<file path="src/rtl/div_share_pkg.sv">
// div_share_pkg: shared width, FSM state, id type and magnitude helper for the shared divider
package div_share_pkg;
  localparam int W = 4;
  localparam int CW = $clog2(W);
  typedef enum logic [1:0] {IDLE, CALC, FIX, DONE} state_e;
  typedef logic id_t;
  function automatic logic [W-1:0] mag(input logic [W-1:0] x);
    return x[W-1] ? -x : x;
  endfunction
endpackage

</file>
<file path="src/rtl/div_iter_core.sv">
// div_iter_core: unsigned restoring divider, one quotient bit per step, MSB first
module div_iter_core
  import div_share_pkg::*;
(
  input  logic         clk,
  input  logic         rst_n,
  input  logic         load,
  input  logic         step,
  input  logic [W-1:0] dividend,
  input  logic [W-1:0] divisor,
  output logic [W-1:0] quotient,
  output logic [W-1:0] remainder,
  output logic         done
);
  logic [W-1:0] r_q, r_d, q_q, q_d, d_q, d_d, t;
  logic [CW-1:0] cnt_q, cnt_d;
  logic ge;
  // partial remainder stays below the divisor (at most 8), so its MSB is always clear
  always_comb begin
    t = {r_q[W-2:0], q_q[W-1]};
    ge = t >= d_q;
    r_d = load ? '0 : step ? (ge ? t - d_q : t) : r_q;
    q_d = load ? dividend : step ? {q_q[W-2:0], ge} : q_q;
    d_d = load ? divisor : d_q;
    cnt_d = load ? CW'(W - 1) : step ? cnt_q - 1'b1 : cnt_q;
  end
  always_ff @(posedge clk or negedge rst_n) begin
    if (!rst_n) begin
      r_q <= '0;
      q_q <= '0;
      d_q <= '0;
      cnt_q <= '0;
    end else begin
      r_q <= r_d;
      q_q <= q_d;
      d_q <= d_d;
      cnt_q <= cnt_d;
    end
  end
  assign quotient = q_q;
  assign remainder = r_q;
  assign done = cnt_q == '0;
endmodule

</file>
<file path="src/rtl/div_share_ctrl.sv">
// div_share_ctrl: round-robin sharing of one iterative signed divider between two requesters
module div_share_ctrl
  import div_share_pkg::*;
(
  input  logic         clk,
  input  logic         rst_n,
  input  logic         req0_valid,
  output logic         req0_ready,
  input  logic [W-1:0] req0_dividend,
  input  logic [W-1:0] req0_divisor,
  input  logic         req1_valid,
  output logic         req1_ready,
  input  logic [W-1:0] req1_dividend,
  input  logic [W-1:0] req1_divisor,
  output logic         rsp_valid,
  input  logic         rsp_ready,
  output logic         rsp_id,
  output logic [W-1:0] rsp_quotient,
  output logic [W-1:0] rsp_remainder,
  output logic         rsp_dbz
);
  state_e state_q, state_d;
  id_t last_q, last_d, id_q, id_d, rsp_id_q, rsp_id_d;
  logic sa_q, sa_d, sb_q, sb_d, rsp_valid_q, rsp_valid_d, rsp_dbz_q, rsp_dbz_d;
  logic [W-1:0] rsp_quo_q, rsp_quo_d, rsp_rem_q, rsp_rem_d, a, b, quo, rem;
  logic gnt0, gnt1, acc, dbz, done;
  div_iter_core u_core (
    .clk(clk), .rst_n(rst_n), .load(acc & ~dbz), .step(state_q == CALC),
    .dividend(mag(a)), .divisor(mag(b)),
    .quotient(quo), .remainder(rem), .done(done)
  );
  // last_q points at the previous grantee; on contention the other side wins
  always_comb begin
    gnt0 = rst_n & (state_q == IDLE) & req0_valid & (~req1_valid | last_q);
    gnt1 = rst_n & (state_q == IDLE) & req1_valid & (~req0_valid | ~last_q);
    acc = gnt0 | gnt1;
    a = gnt1 ? req1_dividend : req0_dividend;
    b = gnt1 ? req1_divisor : req0_divisor;
    dbz = b == '0;
    last_d = acc ? gnt1 : last_q;
    id_d = acc ? gnt1 : id_q;
    sa_d = acc ? a[W-1] : sa_q;
    sb_d = acc ? b[W-1] : sb_q;
    state_d = state_q;
    rsp_valid_d = rsp_valid_q;
    rsp_id_d = rsp_id_q;
    rsp_quo_d = rsp_quo_q;
    rsp_rem_d = rsp_rem_q;
    rsp_dbz_d = rsp_dbz_q;
    case (state_q)
      IDLE: if (acc) begin
        state_d = dbz ? DONE : CALC;
        if (dbz) begin
          rsp_valid_d = 1'b1;
          rsp_id_d = gnt1;
          rsp_quo_d = '0;
          rsp_rem_d = a;
          rsp_dbz_d = 1'b1;
        end
      end
      CALC: state_d = done ? FIX : CALC;
      FIX: begin
        state_d = DONE;
        rsp_valid_d = 1'b1;
        rsp_id_d = id_q;
        rsp_quo_d = (sa_q ^ sb_q) ? -quo : quo;
        rsp_rem_d = sa_q ? -rem : rem;
        rsp_dbz_d = 1'b0;
      end
      DONE: if (rsp_ready) begin
        state_d = IDLE;
        rsp_valid_d = 1'b0;
      end
      default: state_d = IDLE;
    endcase
  end
  always_ff @(posedge clk or negedge rst_n) begin
    if (!rst_n) begin
      state_q <= IDLE;
      last_q <= 1'b1;
      id_q <= 1'b0;
      sa_q <= 1'b0;
      sb_q <= 1'b0;
      rsp_valid_q <= 1'b0;
      rsp_id_q <= 1'b0;
      rsp_quo_q <= '0;
      rsp_rem_q <= '0;
      rsp_dbz_q <= 1'b0;
    end else begin
      state_q <= state_d;
      last_q <= last_d;
      id_q <= id_d;
      sa_q <= sa_d;
      sb_q <= sb_d;
      rsp_valid_q <= rsp_valid_d;
      rsp_id_q <= rsp_id_d;
      rsp_quo_q <= rsp_quo_d;
      rsp_rem_q <= rsp_rem_d;
      rsp_dbz_q <= rsp_dbz_d;
    end
  end
  assign req0_ready = gnt0;
  assign req1_ready = gnt1;
  assign rsp_valid = rsp_valid_q;
  assign rsp_id = rsp_id_q;
  assign rsp_quotient = rsp_quo_q;
  assign rsp_remainder = rsp_rem_q;
  assign rsp_dbz = rsp_dbz_q;
endmodule

</file>
<file path="config.mk">
export PLATFORM = sky130hd
export DESIGN_NAME = div_share_ctrl
export DESIGN_NICKNAME = d
export VERILOG_FILES = /design/src/rtl/div_share_pkg.sv /design/src/rtl/div_iter_core.sv /design/src/rtl/div_share_ctrl.sv
export SDC_FILE = /design/constraint.sdc
export NUM_CORES = 1
export LEC_CHECK = 0
export BUFFER_PORTS_ARGS = -buffer_cell sky130_fd_sc_hd__buf_2
export CAP_MARGIN = 40
export CORE_MARGIN = 1
export CORE_UTILIZATION = 30
export CTS_CLUSTER_SIZE = 12
export DETAILED_ROUTE_END_ITERATION = 12
export PLACE_DENSITY = 0.5
export SETUP_SLACK_MARGIN = 0.4
export SYNTH_ARGS = -nofsm -noshare
export SYNTH_HDL_FRONTEND = slang
export SYNTH_SLANG_ARGS = --single-unit
</file>
<file path="constraint.sdc">
create_clock -name clk -period 8 [get_ports clk]
set_input_delay 0.8 -clock clk [delete_from_list [all_inputs] [get_ports clk]]
set_output_delay 0.8 -clock clk [all_outputs]
set_load 0.05 [all_outputs]
</file>
Yosys cells after proc, flatten, opt, wreduce, memory -nomap -nowiden
Index checks and enable logic that the tools add are counted.
{"block": "op_classes", "addsub": 6, "order_cmp": 1, "n_eq_ne": 6, "muxes": 32, "bitwise_logic": 14, "n_reduce_logical": 9}
{"cell": "$mux W4", "n": 15}
{"cell": "$neg A4 Y4", "n": 4}
{"cell": "$pmux W4 S2", "n": 2}
{"cell": "$mux W2", "n": 6}
{"cell": "$pmux W2 S4", "n": 1}
{"cell": "$and A1 B1 Y1", "n": 6}
{"cell": "$ne A2 B2 Y1 const B", "n": 3}
{"cell": "$mux W1", "n": 5}
{"cell": "$eq A2 B2 Y1 const B", "n": 2}
{"cell": "$ge A4 B4 Y1", "n": 1}
{"cell": "$logic_not A2 Y1", "n": 2}
{"cell": "$logic_not A4 Y1", "n": 1}
{"cell": "$not A1 Y1", "n": 4}
{"cell": "$pmux W1 S2", "n": 2}
{"cell": "$reduce_and A4 Y1", "n": 1}
{"cell": "$reduce_bool A2 Y1", "n": 2}
{"cell": "$sub A4 B4 Y4", "n": 1}
{"cell": "$or A1 B1 Y1", "n": 3}
{"cell": "$pmux W1 S3", "n": 1}
{"cell": "$reduce_and A3 Y1", "n": 1}
{"cell": "$reduce_bool A3 Y1", "n": 1}
{"cell": "$eq A2 B1 Y1 const B", "n": 1}
{"cell": "$reduce_and A2 Y1", "n": 1}
{"cell": "$sub A2 B1 Y2 const B", "n": 1}
{"cell": "$xor A1 B1 Y1", "n": 1}
{"block": "totals", "register_bits": 31, "inputBits": 21, "output_inout_bits": 13, "word_cells": 82}

Longest topological paths before layout
{"block": "depth", "depth_word": 9, "ltp_mapped": 13}

Hierarchy
Synthesis repeated with hierarchy kept, for this count alone.
{"block": "hier_totals", "hier_cells": 216, "hier_area_um2": 2109.5}
{"module": "div_share_ctrl", "instances": 1, "cells_each": 139, "area_per_inst_um2": 1337.5, "seq_area_each_um2": 426.7}
{"module": "div_iter_core", "instances": 1, "cells_each": 77, "area_per_inst_um2": 772.0, "seq_area_each_um2": 350.3}

Worst setup path after synthesis
No wires, ideal clock.
{"block": "synth_timing", "kind": "input -> register", "from": "input req1_valid", "to": "register u_core.d_q[3]", "setup_ps": 127, "t_arrival_ps": 3133, "t_required_ps": 7873, "setup_slack_ps": 4740, "path_stages": 12, "path_buffers": 2, "path_cell_list": "a21boi_1 > nand2_1 > clkinv_1 > mux2i_1 > ha_1 > nand2b_1 > nor4_4 > or3_1 > buf_6 > buf_6 > a211oi_1 > a21oi_1"}
{"block": "synth_between", "elab_chain_len": 6, "elab_cells_between_ends": 12, "cone_classes": "add/sub (1); mux (2); bitwise (8); reduce/logical (1)"}
{"item": "start: declaration", "line": "div_share_ctrl.sv:11", "text": "input logic req1_valid,"}
{"item": "$and A1 B1 Y1 * (2 in a row)", "line": "div_share_ctrl.sv:35", "text": "gnt1 = rst_n & (state_q == IDLE) & req1_valid & (~req0_valid | ~last_q);"}
{"item": "via req1_ready", "line": "div_share_ctrl.sv:12", "text": "output logic req1_ready,"}
{"item": "parallel branches: the longest is 4 deep, another holds $neg A4 Y4"}
{"item": "end signal: assignment", "line": "div_iter_core.sv:31", "text": "d_q <= '0;"}
{"item": "end signal: assignment", "line": "div_iter_core.sv:36", "text": "d_q <= d_d;"}
{"item": "end: declaration", "line": "div_iter_core.sv:15", "text": "logic [W-1:0] r_q, r_d, q_q, q_d, d_q, d_d, t;"}
Mark *: on every way through the listed nets, which the timed path passes.
A chain may end at the register's enable or synchronous reset.

Worst setup path after layout
{"block": "layout_timing", "from": "input rst_n", "to": "register u_core.q_q[3] (netlist: u_core.quotient[3])"}
{"block": "layout_between", "elab_chain_len": 8, "elab_cells_between_ends": 15, "cone_classes": "add/sub (1); mux (4); bitwise (8); reduce/logical (2)"}
{"item": "start: declaration", "line": "div_share_ctrl.sv:6", "text": "input logic rst_n,"}
{"item": "$and A1 B1 Y1 *", "line": "div_share_ctrl.sv:34, div_share_ctrl.sv:35"}
{"item": "parallel branches: the longest is 7 deep, another holds $neg A4 Y4"}
{"item": "end signal: assignment", "line": "div_iter_core.sv:35", "text": "q_q <= q_d;"}
{"item": "end: declaration", "line": "div_iter_core.sv:15"}
Mark *: on every way between the ends.

==> results <==
- The flow ran to the end, and the final reports show no timing, DRC or antenna violations.
- The total number of yosys warnings is 0.
- The class of the tightest hold or removal check is reg2reg.
- Synthesis produced a netlist with a net count of between 200 and 250.
- The number of diodes is 0.
- The post-route cell area is between 2000 and 2500 sq um.
- After detailed placement, the total cell area comes to 2220 sq um.
- For this run, design rule violations remaining after detail routing come to 0.
- The worst setup path is captured at a flop.
- The number of placement rows is 29.
- The cell at the root of the clock tree is clkbuf_8.
- The number of gates resized after cts is 0.
- Setup slack on the critical path of the routed design comes to around 3.8 ns.
- The source-to-sink clock delay at the later pin of the worst-skew pair is 0.28 ns.
- The clock drives 31 sinks.
- The total negative slack for setup checks is 0 ns.
- On the final layout, the worst hold slack is slightly below 0.5 ns.
- The core region is 6420 sq um.
- The max capacitance violation total is 0.
- The HPWL after detailed placement is approximately 3900 um.
- TritonCTS built the clock tree.
- The headroom to the max-slew limit is 0.456.
- Setup repair after global routing left no endpoint under its margin.
- The top-level port count is 34.
- Yosys mapped the design onto between 50 and 60 distinct sky130hd cell types.
- The share of synthesized area occupied by flip-flops and latches is 0.387.
- For this run, the top clock speed supported by timing is around 240 MHz.
- The routability-driven placement congestion ratio is roughly 0.93.
- dfrtp_1 is the most common cell in the netlist.
- The die outline width is about 84 um.
- The clock tree synthesis step divided the H-tree into 2 levels.
- Sorting the synthesized cells by area gives the leading types as dfrtp_1 37%, ha_1 5.6%, nand2_1 4.1%.
- Of all nets on the critical path, the largest fanout is 33.
- The number of global-route vias before repair is roughly 1,700.
- The average via count per standard cell is between 5 and 6.
- Power spread over the standard cell area amounts to about 420 nW/um^2.
- The critical path arrival is roughly 4.3 ns.
- For this run, asynchronously set or reset flops after synthesis account for 1.00.
- In the synthesized netlist, the number of instances is around 220.
- The worst vdd rail ir drop is approximately 140 uV.
- The total wire length after detailed routing is 4940 um.
- The fraction of synthesized cell area taken by the top area cell type is 0.374.
- After detailed placement, the design holds a cell count of 319.
- At the pin with the least slew margin, the transition time is 0.815 ns.
- Setup violations remaining at the end of the flow were counted as 0.
- Counting flops with a built-in enable in the synthesized netlist gives 0.
- The count of input and output buffers is 33.
- Across the whole layout, storage elements account for just under 800 sq um.
- Summing every instance area after synthesis gives about 2000 sq um.
- For this run, the post-layout net count is between 200 and 300.
- In this run the remaining antenna-violating nets after routing total 0.
- The detail-routed net length per standard cell is about 15 um.
- In this run, CTS created clock tree buffers numbering 5.
- The number of antenna violations at the first check in global routing is 0.
- The type of origin of the critical path is an input pin.
- The clock-pin slew of the registers on the worst-case setup and hold paths is around 0.070 ns.
- The share of layout cells above drive strength 1 is 0.216.
- The maximum root-to-sink buffer count is 2.
- Entering global routing, the biggest net connects 34 pins.
- The number of hold-slack violations in the final timing report is 0.
- The count of filler cells inserted in the layout is ~670.
- The multi-input combinational cell area is between 1000 and 1500 sq um.
- For this configuration, the core starts out at a cell density of 0.313.
- After layout, the minimum clock period comes to 4.16 ns.
- The global-route wire length before repair is 8590 um.
- Across all layers, the routed design uses approximately 1,700 vias.
- After global routing the overflow that remains totals 0.
- For the worst setup path, the data required time is around 8.2 ns.
- Timing analysis after detailed placement gives a worst setup slack of roughly 3.5 ns.
- The overall power after layout is between 0.9 and 1 mW.
- The number of buffers added to fix hold violations after cts is 0.
- In this run the static leakage power is ~1.1 nW.
- The iteration-0 DRC count of the detailed router is about 130.
- From synthesis to final layout, the design area changed by 16.1%.
- Across all register-to-register paths, the minimum setup slack is roughly 4.5 ns.
- For the final database, setup skew stands at ~0.004 ns.
- The most used flip-flop cell after synthesis is dfrtp_1.
- The core occupancy in the finished layout is 0.363.
- The post-CTS setup-driven buffer insertion count is 0.
- The critical path is of the in2reg type.
- The non-filler instance count after layout is approximately 330.
- Measured along the y axis, the die boundary spans 83.8 um.
- The number of synthesized register bits is 31.
- The per-instance average area after synthesis is roughly 9.3 sq um.
- The final clock period utilization by the worst path is 0.520.
- The die covers 7030 sq um.
- Before antenna repair, the detailed router went through 4 iterations.
- The final max-slew violation count is 0.
- After synthesis, the most frequently instantiated cells are 30 x dfrtp_1, 22 x nand2_1, 20 x nor2_1, 13 x a21oi_1, 12 x inv_1.
- The library cell occupying the most area in the post-synthesis netlist is dfrtp_1.
- The all-layer global routing usage is 0.156.
metal layers:
metal / up-vias / track usage / part of all wire
li1: 846 / - / -
met3: 5 / 0.0326 / 0.037
met1: 791 / 0.212 / 0.50
met5: - / 0 / 0
met2: 38 / 0.248 / 0.45
met4: 0 / 0.0455 / 0.010
cell usage in the layout (no fill, tap or decap), types with 3 or more instances in the layout:
master and instances:
buf_2 33, dfrtp_1 30, nand2_1 22, nor2_1 20, a21oi_1 13, inv_1 12
o21ai_0 11, nor3_1 11, ha_1 9, mux2i_1 8, nand2b_1 7, xnor2_1 7
a211oi_1 6, clkbuf_8 6, nand3_1 5, a21o_1 5, nor2b_1 3, a221o_1 3
o211ai_1 3
flip-flops by register name, summed over array words and instances, names as in the netlist:
signal	cells
sb_q	1
rsp_id	1
rsp_valid	1
rsp_remainder	4
id_q	1
rsp_dbz	1
last_q	1
u_core.quotient	4
u_core.cnt_q	2
u_core.remainder	4
state_q	2
sa_q	1
rsp_quotient	4
u_core.d_q	4
path summary, 6_finish.rpt:
kind | startpoint | to | cells past startpoint
setup / recovery | rst_n | u_core.quotient[3] | 10
hold / removal | rsp_remainder[1] | rsp_remainder[1] | 1
setup reg to reg | state_q[1] | u_core.quotient[3] | 9
hold reg to reg | rsp_remainder[1] | rsp_remainder[1] | 1
max in group asynchronous | rst_n | rsp_id | 1
min in group asynchronous | rst_n | u_core.remainder[1] | 1
layout make-up:
cell class              instances  share of cell area
flip-flops and latches         31               0.333
clock inverters                 2              0.0150
repair buffers                 33              0.0708
well taps                      77              0.0413
multi-input cells             165               0.484
clock buffers                   6              0.0354
inverters                      13              0.0209
critical path, stage by stage:
cell      delay (ns)
buf_2           0.57
nor3b_4         0.39
nand2_1         0.40
clkinv_1        0.28
mux2i_1         0.24
ha_1            0.28
nor4b_2         0.45
or3_1           0.52
nor2_1          0.12
a221o_1         0.27
logic make-up after synthesis:
kind of cell | Yosys count | share of synthesized area
and+or+nand+nor | 80 | 0.214
xor gates and xnor gates | 9 | 0.0392
AOI/OAI and AO/OA | 58 | 0.202
DFF | 31 | 0.387
adders and majority gates | 10 | 0.0660
buffers and inverters | 21 | 0.0517
muxes | 8 | 0.0399
power breakdown:
group	leakage (nW)	switching (mW)	internal (mW)	total [mW]
clock network	0.0612	0.0609	0.101	0.162
registers	0.381	0.0761	0.233	0.309
logic	0.676	0.313	0.191	0.504
total	1.12	0.450	0.525	0.975
No activity file was read; power rests on OpenSTA's default activity.
